## config.mk

```make
export PLATFORM = sky130hd
export DESIGN_NAME = vip_gray_binary_bbox
export DESIGN_NICKNAME = d
export VERILOG_FILES = /design/src/rtl/vip_gray_binary_bbox.sv
export SDC_FILE = /design/constraint.sdc
export NUM_CORES = 1
export LEC_CHECK = 0
export ABC_AREA = 1
export CAP_MARGIN = 20
export CORE_AREA = 4 4 152 154
export CTS_CLUSTER_SIZE = 30
export DETAILED_ROUTE_END_ITERATION = 6
export DIE_AREA = 0 0 156 158
export GPL_ROUTABILITY_DRIVEN = 0
export PLACE_DENSITY_LB_ADDON = 0.12
export REMOVE_ABC_BUFFERS = 1
export SYNTH_ARGS = -nofsm -noshare
export SYNTH_HDL_FRONTEND = slang
export SYNTH_SLANG_ARGS = --single-unit
export TNS_END_PERCENT = 20
```

## constraint.sdc

```tcl
create_clock -name clk -period 7.4 [get_ports clk]
set_input_delay 1.48 -clock clk [delete_from_list [all_inputs] [get_ports clk]]
set_output_delay 1.48 -clock clk [all_outputs]
set_load 0.01 [all_outputs]
```

## src/rtl/vip_gray_binary_bbox.sv

```systemverilog
// Binarizes the median-filtered gray stream and tracks the per-frame
// foreground bounding box and pixel count, published at frame end.
module vip_gray_binary_bbox #(
    parameter int unsigned IMG_W   = 640,
    parameter int unsigned IMG_H   = 480,
    parameter bit          FG_DARK = 1'b1,
    parameter int unsigned CNT_W   = 19
) (
    input  logic             clk,
    input  logic             rst,
    input  logic             pe_frame_vsync,
    input  logic             pe_frame_href,
    input  logic             pe_frame_clken,
    input  logic [7:0]       pe_img,
    input  logic [7:0]       threshold,
    output logic             pos_frame_vsync,
    output logic             pos_frame_href,
    output logic             pos_frame_clken,
    output logic [7:0]       pos_img,
    output logic             frame_done,
    output logic             bbox_valid,
    output logic [9:0]       x_min,
    output logic [9:0]       x_max,
    output logic [9:0]       y_min,
    output logic [9:0]       y_max,
    output logic [CNT_W-1:0] fg_count
);

    localparam logic [9:0]       XSat   = 10'(IMG_W - 1);
    localparam logic [9:0]       YSat   = 10'(IMG_H - 1);
    localparam logic [CNT_W-1:0] CntSat = {CNT_W{1'b1}};

    typedef enum logic [1:0] {StIdle, StActive, StDone} state_e;

    state_e           state_q, state_d;
    logic             vsync_q, href_q;
    logic [7:0]       thr_q, thr_d, thr_eff;
    logic [9:0]       x_q, x_d, y_q, y_d, px, py;
    logic [9:0]       xmin_q, xmin_d, xmax_q, xmax_d;
    logic [9:0]       ymin_q, ymin_d, ymax_q, ymax_d;
    logic [CNT_W-1:0] cnt_q, cnt_d;
    logic             vsync_rise, vsync_fall, href_fall;
    logic             pix, fg, publish;

    always_comb begin
        vsync_rise = pe_frame_vsync & ~vsync_q;
        vsync_fall = ~pe_frame_vsync & vsync_q;
        href_fall  = ~pe_frame_href & href_q;
        pix        = pe_frame_clken & pe_frame_href;

        // A pixel arriving with the vsync edge already belongs to the new frame.
        thr_d   = vsync_rise ? threshold : thr_q;
        thr_eff = thr_d;
        fg      = FG_DARK ? (pe_img < thr_eff) : (pe_img >= thr_eff);
        px      = vsync_rise ? 10'd0 : x_q;
        py      = vsync_rise ? 10'd0 : y_q;

        x_d = x_q;
        y_d = y_q;
        if (href_fall) begin
            x_d = 10'd0;
            if (y_q != YSat) y_d = y_q + 10'd1;
        end
        if (vsync_rise) begin
            x_d = 10'd0;
            y_d = 10'd0;
        end
        if (pix && (px != XSat)) x_d = px + 10'd1;

        state_d = state_q;
        xmin_d  = xmin_q;
        xmax_d  = xmax_q;
        ymin_d  = ymin_q;
        ymax_d  = ymax_q;
        cnt_d   = cnt_q;
        publish = 1'b0;
        unique case (state_q)
            StIdle: begin
                if (vsync_rise) state_d = StActive;
            end
            StActive: begin
                if (vsync_fall) begin
                    state_d = StDone;
                    publish = 1'b1;
                end
            end
            StDone: begin
                // Back-to-back frames: a new frame may start on the publish cycle.
                state_d = vsync_rise ? StActive : StIdle;
            end
            default: state_d = StIdle;
        endcase

        if (vsync_rise) begin
            xmin_d = 10'h3ff;
            xmax_d = 10'd0;
            ymin_d = 10'h3ff;
            ymax_d = 10'd0;
            cnt_d  = '0;
        end

        if ((state_d == StActive) && pix && fg) begin
            if (px < xmin_d) xmin_d = px;
            if (px > xmax_d) xmax_d = px;
            if (py < ymin_d) ymin_d = py;
            if (py > ymax_d) ymax_d = py;
            if (cnt_d != CntSat) cnt_d = cnt_d + 1'b1;
        end
    end

    always_ff @(posedge clk or posedge rst) begin
        if (rst) begin
            // Treat vsync as already high so a release mid-frame does not fake a rising edge.
            vsync_q         <= 1'b1;
            href_q          <= 1'b0;
            thr_q           <= 8'd0;
            x_q             <= 10'd0;
            y_q             <= 10'd0;
            state_q         <= StIdle;
            xmin_q          <= 10'd0;
            xmax_q          <= 10'd0;
            ymin_q          <= 10'd0;
            ymax_q          <= 10'd0;
            cnt_q           <= '0;
            pos_frame_vsync <= 1'b0;
            pos_frame_href  <= 1'b0;
            pos_frame_clken <= 1'b0;
            pos_img         <= 8'd0;
            frame_done      <= 1'b0;
            bbox_valid      <= 1'b0;
            x_min           <= 10'd0;
            x_max           <= 10'd0;
            y_min           <= 10'd0;
            y_max           <= 10'd0;
            fg_count        <= '0;
        end else begin
            vsync_q         <= pe_frame_vsync;
            href_q          <= pe_frame_href;
            thr_q           <= thr_d;
            x_q             <= x_d;
            y_q             <= y_d;
            state_q         <= state_d;
            xmin_q          <= xmin_d;
            xmax_q          <= xmax_d;
            ymin_q          <= ymin_d;
            ymax_q          <= ymax_d;
            cnt_q           <= cnt_d;
            pos_frame_vsync <= pe_frame_vsync;
            pos_frame_href  <= pe_frame_href;
            pos_frame_clken <= pe_frame_clken;
            pos_img         <= (pe_frame_href && fg) ? 8'd255 : 8'd0;
            frame_done      <= publish;
            if (publish) begin
                bbox_valid <= (cnt_q != '0);
                if (cnt_q != '0) begin
                    x_min    <= xmin_q;
                    x_max    <= xmax_q;
                    y_min    <= ymin_q;
                    y_max    <= ymax_q;
                    fg_count <= cnt_q;
                end else begin
                    x_min    <= 10'd0;
                    x_max    <= 10'd0;
                    y_min    <= 10'd0;
                    y_max    <= 10'd0;
                    fg_count <= '0;
                end
            end
        end
    end

endmodule
```

== After elaboration in Yosys (flattened, before gate mapping) ==
Index checks and enable logic that the tools add are counted.
W data, S select, Z words.
Storage, ports and cells
  register bits after elaboration: 162
  input port bits: 21
  output and inout port bits: 72
Operators by class
  add/subtract/negate cells: 3
  order comparisons: 5
  equal/unequal tests: 6
  muxes and demuxes: 36
  bitwise gates (word level): 7
  reduce and logical (&&, ||, !) cells: 10
Operators by type and width (number)
  $mux W10: 24
  $mux W19: 4
  $add A10 B1 Y10 const B: 2
  $gt A10 B10 Y1: 2
  $lt A10 B10 Y1: 2
  $add A19 B1 Y19 const B: 1
  $ne A19 B19 Y1 const B: 1
  $reduce_bool A19 Y1: 1
  $mux W8: 2
  $ne A10 B10 Y1 const B: 1
  $ne A10 B9 Y1 const B: 1
  $lt A8 B8 Y1: 1
  $pmux W2 S3: 1
  $and A1 B1 Y1: 4
  $eq A2 B1 Y1 const B: 2
  $logic_and A1 B1 Y1: 4
  $mux W2: 2
  $reduce_bool A2 Y1: 2
  $mux W1: 3
  $not A1 Y1: 3
  $reduce_bool A3 Y1: 1
  $eq A2 B2 Y1 const B: 1
  $logic_not A2 Y1: 1
  $reduce_and A2 Y1: 1

== Logic depth before layout (Yosys ltp) ==
Gate-level depths: netlist (run 1).
  depth after elaboration: 8
  gate-level depth with buffers: 20

== Worst setup path after synthesis (run 1) ==
OpenSTA, ideal clock, no wires.
  path type: in2reg
  start: input pe_frame_vsync
  end: register xmin_q[8]
  arrival time: 3530 ps
  slack: 3749 ps
  cell stages on the path: 16
  path buffers: 5
  cells stage by stage: nand2_4 -> buf_6 -> buf_6 -> clkbuf_1 -> nand2_1 -> o21ai_0 -> inv_1 -> ha_1 -> nand2_1 -> nor2_1 -> a211oi_1 -> nand3_1 -> buf_4 -> buf_2 -> o21bai_1 -> nand2_1
Between the ends
  elaborated cells between the ends (all ways): 17
  those cells by class: order compare: 2; eq/ne: 1; mux: 9; bitwise: 3; reduce/logical: 2
RTL lines
  from (decl): RTL line 11  | input logic pe_frame_vsync,
  $and A1 B1 Y1: RTL line 46  | vsync_rise = pe_frame_vsync & ~vsync_q;
  $mux W8: RTL line 52  | thr_d = vsync_rise ? threshold : thr_q;
  via thr_d[7]: RTL line 37  | logic [7:0] thr_q, thr_d, thr_eff;
  $lt A8 B8 Y1: RTL line 54  | fg = FG_DARK ? (pe_img < thr_eff) : (pe_img >= thr_eff);
  $logic_and A1 B1 Y1: RTL line 102  | if ((state_d == StActive) && pix && fg) begin
  $mux W10: RTL line 102
  via xmin_d[8]: RTL line 39  | logic [9:0] xmin_q, xmin_d, xmax_q, xmax_d;
  to (signal assigned): RTL line 143  | xmin_q <= xmin_d;
  to (decl): RTL line 39
The timed path passes the listed nets, and every way through them passes these cells.
A chain may end at the register's enable or synchronous reset.

== Worst setup path in the final report (run 1) ==
  start: input pe_frame_vsync
  end: register ymin_q[4]
Between the ends
  elaborated cells between the ends (all ways): 17
  those cells by class: order compare: 2; eq/ne: 1; mux: 9; bitwise: 3; reduce/logical: 2
RTL lines
  $and A1 B1 Y1: RTL line 46
  $mux W8: RTL line 52
  via thr_d[7]: RTL line 37
  $lt A8 B8 Y1: RTL line 54
  $logic_and A1 B1 Y1: RTL line 102
  $mux W10: RTL line 102
  via ymin_d[4]: RTL line 40  | logic [9:0] ymin_q, ymin_d, ymax_q, ymax_d;
  to (signal assigned): RTL line 145  | ymin_q <= ymin_d;
  to (decl): RTL line 40
The timed path passes the listed nets, and every way through them passes these cells.

==> results of run 1 <==
final cells by class:
class,instances,share of cell area (%)
Sequential cell,155,38.0
Multi-Input combinational cell,749,37.6
Timing Repair Buffer,97,9.38
Inverter,153,5.67
Clock buffer,22,4.54
Tap cell,280,3.43
Clock inverter,10,1.38
cells in the mapped netlist, types with 4 or more instances:
cell      count  area, µm²
or2_2         6       37.5
nand2_1     327       1230
nor2_1      101        379
xnor2_1       4       35.0
clkbuf_1     16       60.1
buf_4        10       75.1
a21oi_1       9       45.0
buf_6         5       56.3
xor2_1       16        140
inv_1       141        529
ha_1         40        500
nor2_2        9       56.3
nand4_1       7       43.8
o21bai_1     21        158
nor2_4        8       90.1
o21ai_0      81        405
o21ai_1      19       95.1
o22ai_1       5       31.3
a211oi_1      5       37.5
buf_2        10       50.1
nand2_2       7       43.8
dfrtp_1     154       3850
nor4_1        8       50.1
nor3_1       13       65.1
inv_2        11       41.3
nand3_1      45        225
metal layers:
layer / vias up / part of all wire, %
met3: 19 / 3.8
met5: - / 0
met4: 0 / 1.3
li1: 3603 / -
met1: 3250 / 49
met2: 120 / 46
critical path: stages:
cell and delay [ps]:
clkdlybuf4s50_1 640, nand2_4 410, o21ai_0 360, inv_1 70, ha_1 290, nand2_1 90, nor2_1 50, a211oi_1 320
nand3_2 760, nor2_4 540, nand2_1 90, nand2_1 90
cells in the final DEF (no fill, tap or decap), types with 6 or more instances in the layout:
cell,count
a21oi_1,9
o21ai_1,19
xor2_1,16
nand2_1,326
o21ai_0,80
or2_2,6
inv_1,140
dfrtp_1,154
nand2_2,8
nor2_4,8
clkbuf_16,17
nor3_1,13
nor2_2,9
nand3_1,44
o21bai_1,21
inv_2,11
nor2_1,101
nor4_1,8
ha_1,40
clkdlybuf4s50_1,92
nand4_1,7
cells by family (layout without fill, tap and decap cells):
family / after synthesis / in the layout
AND/OR/NAND/NOR: 544 / 544
buffers and inverters: 194 / 282
flip-flops: 155 / 155
AO/OA/AOI/OAI: 145 / 145
adder cells (fa/ha/maj): 40 / 40
XOR/XNOR: 20 / 20
sequential cells by signal, indices dropped and copies added, names as in the netlist, 2 cells and up:
signal    count
thr_q         8
x_min        10
cnt_q        19
xmin_q       10
state_q       2
y_min        10
y_max        10
ymin_q       10
y_q          10
ymax_q       10
xmax_q       10
x_q          10
x_max        10
fg_count     19
metrics by stage:
stage,cell area [µm²],utilization [%],hold WS (ps)
2_1_floorplan,8290,-,448
4_1_cts,10200,47.1,484
3_5_place_dp,9610,44.3,466
6_report,10200,47.1,476
5_1_grt,10200,47.1,498
3_3_place_gp,9610,44.3,462
where the power goes:
part           internal, mW  switching [mW]
clock                 0.549           0.357
sequential            0.953          0.0653
combinational         0.225           0.262
total                  1.73           0.684
worst paths after layout:
path / from / end / slack [ps] / cells past startpoint
worst min register to register: fg_count[7] / fg_count[7] / 480 / 2
min in group asynchronous: rst / y_max[6] / 1610 / 2
worst max register to register: vsync_q / ymin_q[4] / 3670 / 13
max in group asynchronous: rst / xmin_q[7] / 4380 / 3
worst max-delay path: pe_frame_vsync / ymin_q[4] / 2550 / 12
worst min-delay path: fg_count[7] / fg_count[7] / 480 / 2
==> results by group, run 1 <==
Timing
  – FMAX: 206 MHz
  – Final min period: 4850 ps
  – Sum of negative setup slack: 0 ps
  – Worst slew margin: 41.3%
  – Final period util: 65.6%
  – Clock Skew: 8.38 ps
  – Final WS setup: around 2500 ps
  – Slew Viols, Final: 0
  – Final Hold Fails: 0
  – Final Setup Violations: 0
  – Worst Max-Slew Pin Slew: just under 900 ps
  – RSZ-0062 raised after global routing: no

Clock tree
  – CTS tree: built
  – H-tree depth: 4
  – Hold buffers post-CTS: 0
  – Setup bufs post-CTS: 0
  – Number of CTS-inserted buffers: 17
  – Max clock buf depth: 2
  – Clk Latency, worst-skew pair: 420 ps
  – Sink Count: 155
  – Clock Tree Root: clkbuf_16
  – Reg clk slew, reported paths: about 60 ps
  – Post-cts resize count: 0

Setup path
  – WP data required: 7760 ps
  – Setup crit end kind: register
  – Critical Path AT: 5220 ps
  – Kind of critical path: input port to register
  – Crit Path Max Fanout: 54
  – Startpoint types: input port

Die
  – Core area: roughly 22,000 µm²
  – Die Width: 156 µm
  – Die area: 24,600 µm²
  – Top Ports: 93
  – Chip Height: between 150 and 200 µm
  – FP Rows: 54
  – Initial Util: 39.3%

Placement
  – Post-DP HPWL: around 14,000 µm
  – Setup WS pre-CTS: 2030 ps
  – Input/output buffers: 92
  – Placed insts: 1,434

Final layout
  – Layout Cells excl Fill: 1,466
  – Register Area: 3880 µm²
  – Multi-input logic area: 3840 µm²
  – Nets: 1,234
  – Fillers: 2,184
  – Antenna diodes: 0
  – Area delta synth->final: 19.8%
  – Share of cells above drive strength 1: under 10%

Detailed routing
  – Drt pass-1 iters: 5
  – Drc violations: 0
  – Vias per inst: 4.77
  – Initial DRC Count: 421
  – Routed Antenna Nets: 0
  – Wire length per cell: roughly 14 µm
  – Total Routed Length: about 20,000 µm
  – Vias post-DR: 6,992

Yosys
  – Synth Area in Compound Gates: 9.49%
  – Async SR Flop Fraction: 100%
  – Synth Area in XOR/XNOR: 2.05%
  – Instance count of the mapped netlist: around 1,100
  – Most used flip-flop cell after synthesis: dfrtp_1
  – EDFF count, synth: 0
  – Sequential fraction of the synthesis area: 45.5%
  – Post-Synth Simple-Gate Area: 27.5%
  – Number of synthesized register bits: 155
  – Post-Syn Area: roughly 8500 µm²
  – Post-synthesis mux area share: 0%
  – Largest family of logic cells by synthesized area: simple AND/OR/NAND/NOR gates
  – Adder-cell area share of the yosys netlist: 5.87%
  – Post-Syn Area per Cell: ~7.8 µm²
  – Syn. warnings: 0
  – Synth cell types: 37

Power and ir drop
  – Total power draw: roughly 2.4 mW
  – Leak pwr: 4.94 nW
  – Pwr Density: between 200 and 250 nW/µm²
  – VDD IR-drop max: 0.154 mV

Global routing
  – Vias in the first global route: 6,804
  – Antenna violations before repair: 0
  – Remaining Overflow, GRT: 0
  – Met3 usage: 3.36%
  – Largest net degree at the start of global routing: 89
  – M2 GR Usage: 28.1%
  – First-pass GRT wire length: 34,800 µm
  – Routing usage on met1: 24.5%
  – GRT Max-Usage Layer: met2
  – GRT Util Overall: 17.5%

Hold path
  – Worst hold-check path type: register to register

Flow run
  – Max Cap Viol: 0

Status
  – Outcome: completed
No activity file was read; power rests on OpenSTA's default activity.
==> inputs of run 2 (changes only) <==
Clock period 7.4 ns to 4.2 ns, I/O delays scaled along.
==> run 2 against run 1 <==
  * Global-route usage increased by 0.32 points
  * Utilization increased by 0.33 points
  * Non-clock buffer count increased by 10
  * Combinational power increased by 79%
  * Power increased by 74%
  * Count of clock-buffer cells in the layout decreased by 3
  * Wire length increased by 2.7%
  * First-iteration DRC count decreased by 23%
  * Sequential share of layout area decreased by 0.26 points
  * Design area increased by 0.70%
  * Flip-flop and latch count unchanged
==> results by group, run 2 (same netlist as run 1, synthesis figures left out) <==
Status
  – Outcome: completed

Detailed routing
  – Drt pass-1 iters: 5
  – Total Routed Length: 20,900 µm
  – Initial DRC Count: 324
  – Drc violations: 0
  – Vias per inst: around 4.8
  – Routed Antenna Nets: 0
  – Wire length per cell: 14.2 µm
  – Vias post-DR: 7,029

Final layout
  – Final instance area: between 10,000 and 15,000 µm²
  – Antenna diodes: 0
  – Nets: 1,244
  – Final core area utilization: 47.4%
  – Area delta synth->final: 20.6%
  – Fillers: 2,179
  – Top Registers: cnt_q: 19 flops, fg_count: 19 flops
  – Commonest non-fill, non-tap cell in the layout: nand2_1
  – Most frequent cells in the layout: nand2_1, dfrtp_1, inv_1
  – Share of cells above drive strength 1: under 10%

Clock tree
  – Hold buffers post-CTS: 0
  – Clk Latency, worst-skew pair: 430 ps
  – Number of CTS-inserted buffers: 17
  – Reg clk slew, reported paths: 60 ps
  – Sink Count: 155
  – Post-cts resize count: 0
  – Setup bufs post-CTS: 0
  – Max clock buf depth: 2
  – H-tree depth: 4
  – CTS tree: built
  – Clock Tree Root: clkbuf_16

Setup path
  – Cells on worst reg2reg path: 12
  – Critical Path AT: between 3000 and 4000 ps
  – CP cell instances: clkdlybuf4s50_1 > inv_2 > nor2_4 > buf_4 > nor2_1 > ha_1 > a21oi_1 > nor2_1 > a211oi_1 > nand3_2 > nor2_4 > nand2_1 > nand2_1
  – Critical path's slowest cell: clkdlybuf4s50_1
  – Crit path largest cell delay: ~640 ps
  – WP data required: approximately 4600 ps
  – Setup crit end kind: register
  – Kind of critical path: input port to register
  – Startpoint types: input port
  – Crit Path Max Fanout: 33

Die
  – Top Ports: 93
  – Die area: 24,600 µm²
  – Initial Util: around two fifths
  – FP Rows: 54
  – Core area: 21,700 µm²
  – Die Width: approximately 160 µm
  – Chip Height: 158 µm

Hold path
  – Worst hold-check path type: register to register
  – Worst hold path cell count: 2

Placement
  – DP Area: 9710 µm²
  – Setup WS pre-CTS: approximately 320 ps
  – Input/output buffers: 92
  – Post-DP HPWL: 14,700 µm

Timing
  – FMAX: slightly below 300 MHz
  – Slew Viols, Final: 0
  – Clock Skew: 9.67 ps
  – Final min period: 3430 ps
  – Worst slew margin: 45.3%
  – Final WS setup: 770 ps
  – Final Setup Violations: 0
  – Worst Max-Slew Pin Slew: 821 ps
  – Final Hold Fails: 0
  – RSZ-0062 raised after global routing: no
  – Final period util: around 82%
  – Sum of negative setup slack: 0 ps

Power and ir drop
  – Total power draw: 4.19 mW
  – Leak pwr: approximately 5 nW
  – VDD IR-drop max: between 0.3 and 0.4 mV
  – Pwr Density: 407 nW/µm²

Flow run
  – Max Cap Viol: 0

Global routing
  – GRT Util Overall: about 18%
  – Largest net degree at the start of global routing: 76
  – First-pass GRT wire length: 35,100 µm
  – Antenna violations before repair: 0
  – Remaining Overflow, GRT: 0
  – Vias in the first global route: 6,870
-- run 2: cell count changes in the layout (fill, tap and decap cells not counted) --
cell,delta
buf_12,+2
buf_4,+8
bufinv_16,-1
clkbuf_1,-3
clkinv_2,+3
clkinv_4,-2
clkinvlp_4,+2
-- run 2: layer usage --
| metal | GRT usage [%] | up-vias | routed length (µm) |
|---|---|---|---|
| li1 | - | 3624 | - |
| met1 | 24.5 | 3250 | 10100 |
| met2 | 28.8 | 139 | 9650 |
| met3 | 4.02 | 16 | 911 |
| met4 | 4.13 | 0 | 262 |
| met5 | 0 | - | 0 |
-- run 2: through the flow --
stage,hold WS (ps),instances
floorplan,448,1057
global placement,463,1444
detailed placement,465,1444
CTS,483,1475
global route,500,1475
finish,474,1475
-- run 2: final timing paths --
kind                                start     endpoint  slack (ps)
min in group asynchronous             rst    ymax_q[5]         920
max reg2reg                       vsync_q     cnt_q[8]        1440
max in group asynchronous             rst    xmax_q[1]        2550
max                        pe_frame_vsync    xmin_q[8]         770
min                           fg_count[5]  fg_count[5]         470
min reg2reg                   fg_count[5]  fg_count[5]         470
-- run 2: power breakdown --
part / internal [mW] / total, mW / switching [mW]
Clock: 0.898 / 1.52 / 0.627
Sequential: 1.68 / 1.79 / 0.112
Combinational: 0.405 / 0.871 / 0.466
-- run 2: area by class of cell --
cell class	count	area [µm²]	share of cell area, %
Clock buffer	19	453	4.40
Clock inverter	12	124	1.20
Inverter	153	579	5.63
Multi-Input combinational cell	749	3840	37.4
Sequential cell	155	3880	37.7
Tap cell	280	350	3.41
Timing Repair Buffer	107	1060	10.3
-- run 2: worst max-delay path, delay by kind of cell --
kind	cells	cell delay (ps)
buffers and inverters	3	1170
AOI/OAI and AO/OA	2	350
adders and majority gates	1	310
and+or+nand+nor	7	1080
==> inputs of run 3 (changes only) <==
Clock period 4.2 ns to 3.2 ns, I/O delays scaled along.
==> run 3 against run 2 <==
  * Worst setup slack worse by 510 ps
  * Clock skew is 2.1 ps lower
  * Largest power group unchanged
  * Highest routed layer unchanged
  * Sequential power is 31% higher
==> results by group, run 3 (same netlist as run 1, synthesis figures left out) <==
Final layout
  – Most frequent cells in the layout: nand2_1, dfrtp_1, inv_1
  – Fillers: 2,144
  – Antenna diodes: 0
  – Top Registers: cnt_q: 19 flops, fg_count: 19 flops
  – Final core area utilization: 50.1%
  – Commonest non-fill, non-tap cell in the layout: nand2_1
  – Share of cells above drive strength 1: approximately 12%
  – Nets: 1,296
  – Area delta synth->final: 27.4%

Timing
  – Final period util: 91.7%
  – Final Hold Fails: 0
  – Worst slew margin: roughly two fifths
  – FMAX: 341 MHz
  – Hold slack: approximately 480 ps
  – Final min period: about 2900 ps
  – Worst Max-Slew Pin Slew: 911 ps
  – Slew Viols, Final: 0
  – Clock Skew: 7.61 ps
  – Final Setup Violations: 0
  – RSZ-0062 raised after global routing: no

Global routing
  – Remaining Overflow, GRT: 0
  – Largest net degree at the start of global routing: 76
  – Routing usage on met1: 24.3%
  – GRT Max-Usage Layer: met2
  – Met3 usage: under 10%
  – First-pass GRT wire length: 35,700 µm
  – Antenna violations before repair: 0
  – M2 GR Usage: 30.1%
  – GRT Util Overall: 18.0%
  – Vias in the first global route: 7,174

Flow run
  – Max Cap Viol: 0

Setup path
  – Crit Path Max Fanout: 22
  – CP cell instances: clkdlybuf4s50_1 > inv_2 > nor2_4 > buf_4 > buf_12 > buf_4 > nor2_1 > inv_1 > ha_1 > nand2_1 > nor2_1 > nand2_1 > nor2_2 > nand3_1 > nand3_1 > nand2_2 > nor2_4 > nand2_1 > nand2_1
  – WP depth: 19
  – Startpoint types: input port
  – R2R Path Start: vsync_q
  – Critical Path AT: 3300 ps
  – Buffers & Inverters on Critical Path: 6
  – CP Launch Point: pe_frame_vsync
  – Setup crit end kind: register
  – Crit path largest cell delay: approximately 440 ps
  – Setup slack, reg-to-reg: 420 ps
  – Crit path max-delay family: simple AND/OR/NAND/NOR gates
  – Crit path capture: ymax_q[9]
  – Cells on worst reg2reg path: 17
  – WP data required: between 3000 and 4000 ps
  – Critical path's slowest cell: clkdlybuf4s50_1
  – R2R Path End: ymax_q[9]
  – Kind of critical path: input port to register
  – Crit path top cell by count: nand2_1

Die
  – Top Ports: 93
  – FP Rows: 54
  – Initial Util: 39.3%
  – Die Width: 156 µm
  – Die area: 24,600 µm²
  – Chip Height: between 150 and 200 µm
  – Core area: 21,700 µm²

Detailed routing
  – Routed Antenna Nets: 0
  – Total Routed Length: approximately 21,000 µm
  – Drt pass-1 iters: 5
  – Vias post-DR: 7,296
  – Initial DRC Count: 364
  – Vias per inst: 4.77
  – Wire length per cell: roughly 14 µm
  – Drc violations: 0

Hold path
  – Worst hold-check path type: register to register

Power and ir drop
  – Leak pwr: 5.34 nW
  – Total power draw: 5.83 mW
  – VDD IR-drop max: 0.371 mV
  – Pwr Density: 537 nW/µm²

Clock tree
  – Number of CTS-inserted buffers: 17
  – Sink Count: 155
  – Max clock buf depth: 2
  – Hold buffers post-CTS: 0
  – H-tree depth: 4
  – Post-cts resize count: 0
  – Setup bufs post-CTS: 0
  – Reg clk slew, reported paths: around 60 ps
  – Clk Latency, worst-skew pair: 430 ps
  – CTS tree: built
  – Clock Tree Root: clkbuf_16

Placement
  – Post-DP HPWL: 15,200 µm
  – Input/output buffers: 92

Status
  – Outcome: completed
run 3: cell count changes in the layout (fill, tap and decap cells not counted), sizes merged:
cell / previous run / this run
inv: 152 / 155
clkinv: 7 / 6
clkinvlp: 4 / 0
bufinv: 2 / 5
buf: 15 / 67
run 3: how the worst min path moves through the flow:
| stage | startpoint | slack [ps] | cells after the start | end |
|---|---|---|---|---|
| 2_1_floorplan | state_q[0] | 450 | 1 | state_q[0] |
| 3_3_place_gp | fg_count[5] | 460 | 2 | fg_count[5] |
| 3_5_place_dp | fg_count[5] | 470 | 2 | fg_count[5] |
| 4_1_cts | state_q[0] | 480 | 1 | state_q[0] |
| 5_1_grt | fg_count[7] | 500 | 2 | fg_count[7] |
| 6_report | state_q[0] | 480 | 1 | state_q[0] |
run 3: power by group:
| group | switching (mW) | internal, mW | leakage, nW |
|---|---|---|---|
| registers | 0.139 | 2.20 | 2.02 |
| logic | 0.623 | 0.581 | 3.00 |
| clock network | 0.850 | 1.43 | 0.328 |
| total | 1.61 | 4.22 | 5.34 |
run 3: cell type report:
class | count | area (µm²) | share of cell area [%]
Multi-Input combinational cell | 749 | 3840 | 35.4
Timing Repair Buffer | 159 | 1550 | 14.3
Tap cell | 280 | 350 | 3.22
Clock inverter | 13 | 213 | 1.96
Sequential cell | 155 | 3880 | 35.7
Clock buffer | 19 | 453 | 4.17
Inverter | 153 | 579 | 5.33
run 3: routing by layer:
metal,vias up,wire (µm)
met5,-,0
met1,3402,10200
met3,19,777
met2,137,9910
met4,0,223
li1,3738,-
run 3: stage by stage:
step / setup slack (ps) / instances / cell area [µm²] / setup TNS [ps]
after floorplan: -1620 / 1057 / 8290 / -309500
after global placement: -15.8 / 1496 / 10200 / -103
after detailed placement: -101 / 1496 / 10200 / -1060
after CTS: 336 / 1528 / 10900 / 0
after global routing: 70.8 / 1528 / 10900 / 0
final: 265 / 1528 / 10900 / 0
